<file path="src/rtl/noc_eject_port_pkg.sv">
// rtl/noc_eject_port_pkg.sv - shared NoC eject-port register map, STATUS layout and FSM encodings
package noc_eject_port_pkg;

    localparam logic [3:0] REG_STATUS = 4'h0;
    localparam logic [3:0] REG_DATA   = 4'h4;
    localparam logic [3:0] REG_CTRL   = 4'h8;

    localparam int STAT_EMPTY_BIT     = 0;
    localparam int STAT_FULL_BIT      = 1;
    localparam int STAT_UNDERFLOW_BIT = 2;
    localparam int STAT_COUNT_LSB     = 8;
    localparam int STAT_COUNT_W       = 8;

    typedef enum logic [1:0] {
        ST_IDLE   = 2'd0,
        ST_ACCESS = 2'd1,
        ST_DONE   = 2'd2
    } acc_state_e;

endpackage

</file>
<file path="src/rtl/spike_fifo.sv">
// rtl/spike_fifo.sv - synchronous flit FIFO with occupancy count; storage is not reset
module spike_fifo #(
    parameter int DATA_WIDTH = 32,
    parameter int DEPTH      = 8,
    localparam int AW        = $clog2(DEPTH),
    localparam int CW        = AW + 1
) (
    input  logic                  clk,
    input  logic                  rst,
    input  logic                  push_i,
    input  logic [DATA_WIDTH-1:0] data_i,
    input  logic                  pop_i,
    output logic [DATA_WIDTH-1:0] data_o,
    output logic                  full_o,
    output logic                  empty_o,
    output logic [CW-1:0]         count_o
);

    logic [DATA_WIDTH-1:0] mem_q [DEPTH];
    logic [AW-1:0]         wptr_q, wptr_d;
    logic [AW-1:0]         rptr_q, rptr_d;
    logic [CW-1:0]         count_q, count_d;
    logic                  push_ok, pop_ok;

    assign full_o  = (count_q == CW'(DEPTH));
    assign empty_o = (count_q == '0);
    assign count_o = count_q;
    assign data_o  = mem_q[rptr_q];

    // A push while full is refused even if a pop lands on the same edge.
    assign push_ok = push_i && !full_o;
    assign pop_ok  = pop_i && !empty_o;

    always_comb begin
        wptr_d  = wptr_q;
        rptr_d  = rptr_q;
        count_d = count_q;
        if (push_ok) begin
            wptr_d = wptr_q + AW'(1);
        end
        if (pop_ok) begin
            rptr_d = rptr_q + AW'(1);
        end
        case ({push_ok, pop_ok})
            2'b10:   count_d = count_q + CW'(1);
            2'b01:   count_d = count_q - CW'(1);
            default: count_d = count_q;
        endcase
    end

    always_ff @(posedge clk or posedge rst) begin
        if (rst) begin
            wptr_q  <= '0;
            rptr_q  <= '0;
            count_q <= '0;
        end else begin
            wptr_q  <= wptr_d;
            rptr_q  <= rptr_d;
            count_q <= count_d;
        end
    end

    always_ff @(posedge clk) begin
        if (push_ok) begin
            mem_q[wptr_q] <= data_i;
        end
    end

endmodule

</file>
<file path="src/rtl/noc_eject_port.sv">
// rtl/noc_eject_port.sv - NoC eject port: buffers router flits and exposes them through a CPU register window
module noc_eject_port
    import noc_eject_port_pkg::*;
#(
    parameter int DATA_WIDTH = 32,
    parameter int FIFO_DEPTH = 8
) (
    input  logic                  clk,
    input  logic                  rst,
    input  logic [DATA_WIDTH-1:0] in_flit,
    input  logic                  in_valid,
    output logic                  in_ready,
    input  logic                  mem_read,
    input  logic                  mem_write,
    input  logic [3:0]            mem_address,
    input  logic [DATA_WIDTH-1:0] mem_writedata,
    output logic [DATA_WIDTH-1:0] mem_readdata,
    output logic                  mem_busywait,
    output logic                  irq
);

    localparam int CW = $clog2(FIFO_DEPTH) + 1;

    logic                  fifo_full, fifo_empty, fifo_pop;
    logic [CW-1:0]         fifo_count;
    logic [DATA_WIDTH-1:0] fifo_head;

    acc_state_e            state_q, state_d;
    logic                  op_read_q, op_write_q, ctrl_clr_q;
    logic [3:0]            addr_q;
    logic                  underflow_q, underflow_d;
    logic [DATA_WIDTH-1:0] readdata_q, readdata_d;
    logic [DATA_WIDTH-1:0] status_w, rd_mux;
    logic                  busy_c, do_access, data_rd;
    logic                  unused_wdata;

    assign unused_wdata = ^mem_writedata[DATA_WIDTH-1:1];

    spike_fifo #(
        .DATA_WIDTH (DATA_WIDTH),
        .DEPTH      (FIFO_DEPTH)
    ) u_fifo (
        .clk     (clk),
        .rst     (rst),
        .push_i  (in_valid),
        .data_i  (in_flit),
        .pop_i   (fifo_pop),
        .data_o  (fifo_head),
        .full_o  (fifo_full),
        .empty_o (fifo_empty),
        .count_o (fifo_count)
    );

    // Handshake outputs are forced low for the whole time reset is held.
    assign in_ready     = !fifo_full && !rst;
    assign mem_busywait = busy_c && !rst;
    assign irq          = !fifo_empty;
    assign mem_readdata = readdata_q;

    always_comb begin
        status_w                                   = '0;
        status_w[STAT_EMPTY_BIT]                   = fifo_empty;
        status_w[STAT_FULL_BIT]                    = fifo_full;
        status_w[STAT_UNDERFLOW_BIT]               = underflow_q;
        status_w[STAT_COUNT_LSB +: STAT_COUNT_W]   = STAT_COUNT_W'(fifo_count);
    end

    always_comb begin
        rd_mux = '0;
        case (addr_q)
            REG_STATUS: rd_mux = status_w;
            REG_DATA:   rd_mux = fifo_empty ? '0 : fifo_head;
            default:    rd_mux = '0;
        endcase
    end

    always_comb begin
        state_d = state_q;
        busy_c  = 1'b0;
        case (state_q)
            ST_IDLE: begin
                busy_c = mem_read || mem_write;
                if (mem_read || mem_write) begin
                    state_d = ST_ACCESS;
                end
            end
            ST_ACCESS: begin
                busy_c  = 1'b1;
                state_d = ST_DONE;
            end
            ST_DONE:  state_d = ST_IDLE;
            default:  state_d = ST_IDLE;
        endcase
    end

    // The register side effect happens on the edge that leaves ACCESS.
    assign do_access = (state_q == ST_ACCESS);
    assign data_rd   = do_access && op_read_q && (addr_q == REG_DATA);
    assign fifo_pop  = data_rd && !fifo_empty;

    always_comb begin
        underflow_d = underflow_q;
        readdata_d  = readdata_q;
        if (data_rd && fifo_empty) begin
            underflow_d = 1'b1;
        end else if (do_access && op_write_q && (addr_q == REG_CTRL) && ctrl_clr_q) begin
            underflow_d = 1'b0;
        end
        if (do_access && op_read_q) begin
            readdata_d = rd_mux;
        end
    end

    always_ff @(posedge clk or posedge rst) begin
        if (rst) begin
            state_q     <= ST_IDLE;
            op_read_q   <= 1'b0;
            op_write_q  <= 1'b0;
            ctrl_clr_q  <= 1'b0;
            addr_q      <= '0;
            underflow_q <= 1'b0;
            readdata_q  <= '0;
        end else begin
            state_q     <= state_d;
            underflow_q <= underflow_d;
            readdata_q  <= readdata_d;
            if (state_q == ST_IDLE && (mem_read || mem_write)) begin
                op_read_q  <= mem_read;
                op_write_q <= mem_write && !mem_read;
                addr_q     <= mem_address;
                ctrl_clr_q <= mem_writedata[0];
            end
        end
    end

endmodule

</file>
<file path="config.mk">
export PLATFORM = sky130hd
export DESIGN_NAME = noc_eject_port
export DESIGN_NICKNAME = d
export VERILOG_FILES = /design/src/rtl/noc_eject_port_pkg.sv /design/src/rtl/spike_fifo.sv /design/src/rtl/noc_eject_port.sv
export SDC_FILE = /design/constraint.sdc
export NUM_CORES = 1
export LEC_CHECK = 0
export BUFFER_PORTS_ARGS = -buffer_cell sky130_fd_sc_hd__buf_2
export CAP_MARGIN = 5
export CORE_AREA = 2 2 143 145
export CTS_CLUSTER_DIAMETER = 50
export DETAILED_ROUTE_END_ITERATION = 6
export DIE_AREA = 0 0 145 147
export GPL_ROUTABILITY_DRIVEN = 1
export PLACE_DENSITY = 0.8
export SLEW_MARGIN = 20
export SYNTH_ARGS = -nofsm -noshare
export SYNTH_HDL_FRONTEND = slang
export SYNTH_SLANG_ARGS = --single-unit
export TNS_END_PERCENT = 1
</file>
<file path="constraint.sdc">
create_clock -name clk -period 8.7 [get_ports clk]
set_input_delay 0.435 -clock clk [delete_from_list [all_inputs] [get_ports clk]]
set_output_delay 0.435 -clock clk [all_outputs]
set_load 0.02 [all_outputs]
</file>
==> results of run 1 <==
power breakdown:
part           internal (mW)  leakage [nW]  switching (mW)
Clock                  0.769         0.489           0.532
Sequential              1.88          3.01           0.159
Combinational          0.370          1.13           0.478
Total                   3.01          4.62            1.17
flip-flops by register name, summed over array words and instances (netlist names):
name / flops
u_fifo.mem_q: 256
mem_readdata: 32
addr_q: 4
u_fifo.count_o: 4
u_fifo.rptr_q: 3
u_fifo.wptr_q: 3
state_q: 2
ctrl_clr_q: 1
op_read_q: 1
op_write_q: 1
underflow_q: 1
cells by family after synthesis:
group | after synthesis | share of synthesized area [%]
flip-flops | 308 | 76.6
multiplexers | 102 | 15.6
AND/OR/NAND/NOR | 65 | 2.53
AO/OA/AOI/OAI | 49 | 2.58
buffers and inverters | 32 | 1.44
XOR/XNOR | 9 | 0.736
adder cells (fa/ha/maj) | 5 | 0.533
layer usage:
metal | share of wire, % | vias up | GRT usage (%)
met1 | 40 | 3026 | 31.2
met3 | 6.4 | 51 | 3.51
met4 | 2.7 | 0 | 7.52
met5 | 0 | - | 0
li1 | - | 2480 | -
met2 | 51 | 237 | 36.0
worst min-delay path by stage:
stage / end / slack (ns)
2_1_floorplan: state_q[1]$_DFFE_PP0P_ / 0.45
3_3_place_gp: mem_readdata[12]$_DFFE_PP0N_ / 0.46
3_5_place_dp: mem_readdata[18]$_DFFE_PP0N_ / 0.47
4_1_cts: op_write_q$_DFFE_PP0P_ / 0.09
5_1_grt: addr_q[3]$_DFFE_PP0P_ / 0.11
6_report: op_write_q$_DFFE_PP0P_ / 0.11
through the flow:
stage | setup slack (ns) | power (mW) | hold WS, ns | cells
6_report | 5.40 | 4.18 | 0.106 | 960
5_1_grt | 5.14 | 4.35 | 0.107 | 960
4_1_cts | 5.38 | 4.22 | 0.0918 | 957
3_5_place_dp | 5.43 | 2.91 | 0.471 | 901
3_3_place_gp | 5.46 | 2.86 | 0.464 | 901
2_1_floorplan | 3.97 | 2.63 | 0.453 | 570
cells in the final DEF, fill, tap and decap left out, drive strengths merged, types with 3 or more instances in the layout:
cell,instances
edfxtp,256
buf,89
mux4,64
dfrtp,52
clkbuf,44
nand2,37
o21ai,34
mux2i,32
clkinv,8
a22oi,7
nor2,7
nor3,7
mux2,6
xnor2,6
ha,5
inv,4
diode,3
a21oi,3
xor2,3
nand2b,3
bufinv,3
critical path, delay by kind of cell, from the launching register on:
kind	cells	cell delay [ns]
AND/OR/NAND/NOR	3	1.03
buffers and inverters	2	0.58
adder cells (fa/ha/maj)	2	0.53
XOR/XNOR	3	0.47
flip-flops	1	0.39
AO/OA/AOI/OAI	1	0.15
area by class of cell:
cell class,count,area [sq um]
flip-flops and latches,308,8990
fillers,1231,6380
multi-input cells,230,2630
clock buffers,44,853
repair buffers,89,478
well taps,270,338
clock inverters,12,151
inverters,4,15.0
diodes,3,7.51
==> key figures, run 1 <==
Hold path
  – WHS Path Cells: 2
  – HP Class: input port to flop
  – Hold path startpoint: mem_read

Placement
  – Port buffer count: 76
  – Routability Congestion: 0.754
  – Placed Area: 12500 sq um
  – Post-DP HPWL: 12.0 mm

Worst setup path
  – Critical Path Start: state_q[1]$_DFFE_PP0P_
  – CP most frequent cell: xor2_1
  – Critical Path End: u_fifo.count_o[2]$_DFFE_PP0P_
  – R2R depth: 11
  – RR Startpoint: state_q[1]$_DFFE_PP0P_
  – Startpoint Class: flop
  – Worst Path Arrival: 3.72 ns
  – Worst endpoint required time: 9.12 ns
  – Kind of end point of the critical path: flop
  – CP max stage delay: 0.85 ns
  – Maximum fanout along the worst path: 35
  – FF-to-FF End: u_fifo.count_o[2]$_DFFE_PP0P_
  – CP max stage cell: or3_2
  – Cells along the critical path: nand3b_1 -> buf_4 -> or3_2 -> inv_2 -> ha_1 -> xor2_1 -> ha_1 -> a21oi_1 -> xor2_1 -> nor2_1 -> xor2_1
  – Reg2Reg Setup Slack: 5.40 ns
  – Path type of the worst setup path: flop to flop

STA
  – Hold Vio Cnt, Final: 0
  – RSZ-0062 raised after global routing: no
  – Max_slew headroom: 36.3%
  – Final Max Slew Viols: 0
  – Final Setup Violations: 0
  – Slew @ Worst Pin: 0.955 ns
  – Fmax: 303 MHz
  – Fin crit share: 38.0%
  – Setup_tns: 0 ns
  – Post-layout minimum cycle time: 3.30 ns
  – Final clock skew: 0.0139 ns

Synth
  – Yosys top cell area share: 65.5%
  – Synthesized area per cell: 20.6 sq um
  – #FFs+latches synth: 308
  – EDFF count, synth: 256
  – Ys Warns: 0
  – Post-synthesis cell type count: 41
  – Post-synth ARST share: 16.9%
  – Primary FF master, synth: edfxtp_1
  – Sequential area share after synthesis: 76.6%
  – Synth Instances: 570
  – Top-count cell post-synth: edfxtp_1
  – Ranking of synthesized cells by area: edfxtp_1, mux4_2, dfrtp_1, mux2i_1, nand2_1
  – Post-Synthesis Cell Area: 11700 sq um
  – Syn nets: 648
  – Post-synth top cells: edfxtp_1, mux4_2, dfrtp_1
  – Post-synth top area cell: edfxtp_1

Finish
  – Fraction of layout instances using a drive strength above 1: 32.9%
  – Net count, final: 741
  – Design area: 13500 sq um
  – Synth-to-Final Area Change: 14.7%
  – Core Util, Final: 67.9%

Clocking
  – CTS tree: yes
  – Post CTS Setup Buffer Count: 0
  – CTS buffer count: 30
  – CTS HTree Levels: 1
  – Hold Buf Count CTS: 0
  – Clk pin slew, worst setup/hold paths: 0.06 ns
  – Clk Latency, worst-skew pair: 0.56 ns
  – Root Driver: clkbuf_16
  – Clk sinks: 308
  – CTS max path bufs: 3
  – Post-CTS Resized: 0

Drt
  – Total number of vias: 5794
  – TritonRoute pass-1 iters: 5
  – Post-DR vias/cell: 6.04
  – Starting DRC count in detailed routing: 487
  – DRC: 0
  – Final ANT Viol Nets: 0
  – Total detailed-routing wirelength: 22.7 mm
  – DR WL/cell: 23.7 microns

Global route
  – Initial antenna violation count: 3
  – Pin count of the biggest net entering global routing: 53
  – GR Util All Layers: 22.0%
  – Total gr overflow: 0
  – First-pass GRT wire length: 35.5 mm
  – Vias in the first global route: 6159

Power and ir drop
  – Total leakage power: 4.62 nW
  – Cell Pwr Density: 311 nW/um^2
  – Worst vdd ir: 186 uV

Floorplan
  – Die Y: 147 microns
  – Num ports: 108
  – Die X: 145 microns
  – Initial Utilization: 59.1%
  – Core box area: 19800 sq um
  – Row cnt: 52
  – DIE AREA: 21300 sq um

Flow run
  – Max Cap Violations: 0

Outcome
  – Outcome: completed
Note: power is estimated with default switching activity, not from simulation.
==> run 2: changes to the inputs <==
--- a/config.mk
+++ b/config.mk
@@ -7,12 +7,12 @@
 export LEC_CHECK = 0
 export BUFFER_PORTS_ARGS = -buffer_cell sky130_fd_sc_hd__buf_2
 export CAP_MARGIN = 5
-export CORE_AREA = 2 2 143 145
+export CORE_AREA = 2 2 152 154
 export CTS_CLUSTER_DIAMETER = 50
 export DETAILED_ROUTE_END_ITERATION = 6
-export DIE_AREA = 0 0 145 147
+export DIE_AREA = 0 0 154 156
 export GPL_ROUTABILITY_DRIVEN = 1
-export PLACE_DENSITY = 0.8
+export PLACE_DENSITY = 0.75
 export SLEW_MARGIN = 20
 export SYNTH_ARGS = -nofsm -noshare
 export SYNTH_HDL_FRONTEND = slang
==> constraint.sdc (replaced) <==
create_clock -name clk -period 3 [get_ports clk]
set_input_delay 0.15 -clock clk [delete_from_list [all_inputs] [get_ports clk]]
set_output_delay 0.15 -clock clk [all_outputs]
set_load 0.02 [all_outputs]
==> key figures, run 2 (synthesis results as in run 1) <==
Worst setup path
  – Cells along the critical path: or4b_1 -> or3_2 -> inv_2 -> ha_1 -> xor2_1 -> ha_1 -> a21oi_1 -> xor2_1 -> nor2_1 -> xor2_1 (was nand3b_1 -> buf_4 -> or3_2 -> inv_2 -> ha_1 -> xor2_1 -> ha_1 -> a21oi_1 -> xor2_1 -> nor2_1 -> xor2_1)
  – R2R depth: 10 (was 11)
  – RR Startpoint: addr_q[1]$_DFFE_PP0P_ (was state_q[1]$_DFFE_PP0P_)
  – CP most frequent cell: xor2_1 (unchanged)
  – CP max stage cell: or4b_1 (was or3_2)
  – Worst Path Arrival: 3.18 ns (was 3.72 ns)
  – Maximum fanout along the worst path: 5 (was 35)
  – Worst endpoint required time: 3.43 ns (was 9.12 ns)
  – Startpoint Class: flop (unchanged)
  – Reg2Reg Setup Slack: 0.24 ns (was 5.40 ns)
  – FF-to-FF End: u_fifo.count_o[2]$_DFFE_PP0P_ (unchanged)
  – Path type of the worst setup path: flop to flop (unchanged)
  – Kind of end point of the critical path: flop (unchanged)
  – CP max stage delay: 0.56 ns (was 0.85 ns)

Global route
  – Total gr overflow: 0 (unchanged)
  – First-pass GRT wire length: 35.1 mm (was 35.5 mm)
  – Pin count of the biggest net entering global routing: 35 (was 53)
  – Vias in the first global route: 6251 (was 6159)
  – GR Util All Layers: 19.4% (was 22.0%)
  – Initial antenna violation count: 0 (was 3)

Power and ir drop
  – Cell Pwr Density: 862 nW/um^2 (was 311 nW/um^2)
  – Total power: 12.1 mW (was 4.18 mW)
  – Total leakage power: 4.85 nW (was 4.62 nW)
  – Worst vdd ir: 494 uV (was 186 uV)
  – Part of the power in registers: 48.9% (was 48.6%)
  – Psw: 3.37 mW (was 1.17 mW)
  – Clock power share: 29.7% (was 31.1%)
  – Internal power: 8.69 mW (was 3.01 mW)
  – Logic pwr share: 21.5% (was 20.3%)
  – Switching Fraction: 28.0% (about the same)

STA
  – Worst hold slack: 0.0600 ns (was 0.106 ns)
  – Fin crit share: 91.9% (was 38.0%)
  – Final clock skew: 0.0147 ns (was 0.0139 ns)
  – Final Max Slew Viols: 0 (unchanged)
  – Hold Vio Cnt, Final: 0 (unchanged)
  – Fmax: 363 MHz (was 303 MHz)
  – Max_slew headroom: 46.9% (was 36.3%)
  – RSZ-0062 raised after global routing: no (unchanged)
  – Post-layout minimum cycle time: 2.76 ns (was 3.30 ns)
  – Slew @ Worst Pin: 0.791 ns (was 0.955 ns)
  – Setup_tns: 0 ns (unchanged)
  – Final Setup Violations: 0 (unchanged)

Clocking
  – Clk Latency, worst-skew pair: 0.55 ns (was 0.56 ns)
  – CTS tree: yes (unchanged)
  – Clk sinks: 308 (unchanged)
  – CTS max path bufs: 3 (unchanged)
  – Hold Buf Count CTS: 41 (was 0)
  – CTS buffer count: 31 (was 30)
  – Clk pin slew, worst setup/hold paths: 0.06 ns (about the same)
  – Root Driver: clkbuf_16 (unchanged)
  – Post-CTS Resized: 0 (unchanged)
  – Post CTS Setup Buffer Count: 0 (unchanged)
  – CTS HTree Levels: 1 (unchanged)

Hold path
  – Hold path startpoint: in_valid (was mem_read)
  – HP Class: input port to flop (unchanged)
  – WHS Path Cells: 4 (was 2)
  – Worst hold path endpoint: u_fifo.wptr_q[1]$_DFFE_PP0P_ (was op_write_q$_DFFE_PP0P_)

Outcome
  – Outcome: completed (unchanged)

Floorplan
  – Core box area: 22400 sq um (was 19800 sq um)
  – Die X: 154 microns (was 145 microns)
  – Row cnt: 55 (was 52)
  – Die Y: 156 microns (was 147 microns)
  – Num ports: 108 (unchanged)
  – DIE AREA: 24000 sq um (was 21300 sq um)
  – Initial Utilization: 52.5% (was 59.1%)

Finish
  – Synth-to-Final Area Change: 19.3% (was 14.7%)
  – Post-Layout Cell Count: 1025 (was 960)
  – Biggest register: u_fifo.mem_q (unchanged)
  – # diodes: 0 (was 3)
  – Most common cell after layout, fill and taps aside: edfxtp_1 (unchanged)
  – Most frequent cells in the layout: edfxtp_1, buf_2, mux4_2, dfrtp_1, dlygate4sd3_1 (was edfxtp_1, buf_2, mux4_2, dfrtp_1, nand2_1)
  – Fillers: 1528 (was 1231)
  – Fraction of layout instances using a drive strength above 1: 32.0% (was 32.9%)
  – Net count, final: 795 (was 741)
  – Max reg flops: 256 (unchanged)
  – Core Util, Final: 62.6% (was 67.9%)

Drt
  – Total number of vias: 5838 (was 5794)
  – Starting DRC count in detailed routing: 490 (was 487)
  – DRC: 0 (unchanged)
  – TritonRoute pass-1 iters: 4 (was 5)
  – Final ANT Viol Nets: 0 (unchanged)
  – Total detailed-routing wirelength: 22.5 mm (was 22.7 mm)
  – Post-DR vias/cell: 5.70 (was 6.04)
  – DR WL/cell: 21.9 microns (was 23.7 microns)

Flow run
  – Max Cap Violations: 0 (unchanged)

Placement
  – Post-DP HPWL: 13.1 mm (was 12.0 mm)
  – DP Cell Count: 928 (was 901)
  – Routability Congestion: 0.789 (was 0.754)
  – Port buffer count: 76 (unchanged)
[run 2: final cells by class]
type | count | area (sq um) | area share, %
flip-flops and latches | 308 | 8990 | 64.3
multi-input cells | 230 | 2640 | 18.8
well taps | 285 | 357 | 2.55
inverters | 4 | 15.0 | 0.107
clock buffers | 39 | 836 | 5.97
clock inverters | 17 | 115 | 0.823
repair buffers | 142 | 1040 | 7.44
[run 2: stage by stage]
stage	worst slack, ns	cell area (sq um)
final	0.244	14000
after global routing	0.0745	14000
after CTS	0.249	14000
after detailed placement	0.278	12600
after global placement	0.348	12600
after floorplan	-0.886	11700
[run 2: critical path, delay by kind of cell, from the launching register on]
| kind | cells | cell delay [ns] |
|---|---|---|
| fa+ha+maj | 2 | 0.46 |
| xor+xnor | 3 | 0.42 |
| buf+inv | 1 | 0.11 |
| compound gates | 1 | 0.17 |
| simple gates | 3 | 1.10 |
| flops | 1 | 0.38 |
[run 2: worst max path at each step]
stage	start	end	slack, ns	depth (start not counted)
finish	addr_q[1]$_DFFE_PP0P_	u_fifo.count_o[2]$_DFFE_PP0P_	0.24	10
global route	addr_q[1]$_DFFE_PP0P_	u_fifo.count_o[2]$_DFFE_PP0P_	0.07	10
CTS	addr_q[1]$_DFFE_PP0P_	u_fifo.count_o[2]$_DFFE_PP0P_	0.25	10
detailed placement	addr_q[1]$_DFFE_PP0P_	u_fifo.count_o[2]$_DFFE_PP0P_	0.28	10
global placement	addr_q[1]$_DFFE_PP0P_	u_fifo.count_o[2]$_DFFE_PP0P_	0.35	10
floorplan	u_fifo.count_o[1]$_DFFE_PP0P_	u_fifo.mem_q[4][0]$_DFFE_PP_	-0.89	5
[run 2: power groups by stage]
stage | logic [mW] | registers, mW | clock network (mW)
6_report | 2.59 | 5.89 | 3.58
3_3_place_gp | 2.50 | 5.92 | 0
4_1_cts | 2.64 | 5.91 | 3.65
3_5_place_dp | 2.58 | 5.99 | 0
5_1_grt | 2.80 | 5.99 | 3.81
2_1_floorplan | 1.73 | 5.91 | 0
[run 2: routing by layer]
metal / part of all wire (%) / track usage [%] / wire length, microns / up-vias
li1: - / - / - / 2595
met1: 41 / 25.5 / 9120 / 3041
met2: 52 / 34.4 / 11800 / 171
met3: 5.5 / 2.94 / 1230 / 31
met4: 1.6 / 4.94 / 370 / 0
met5: 0 / 0 / 0 / -
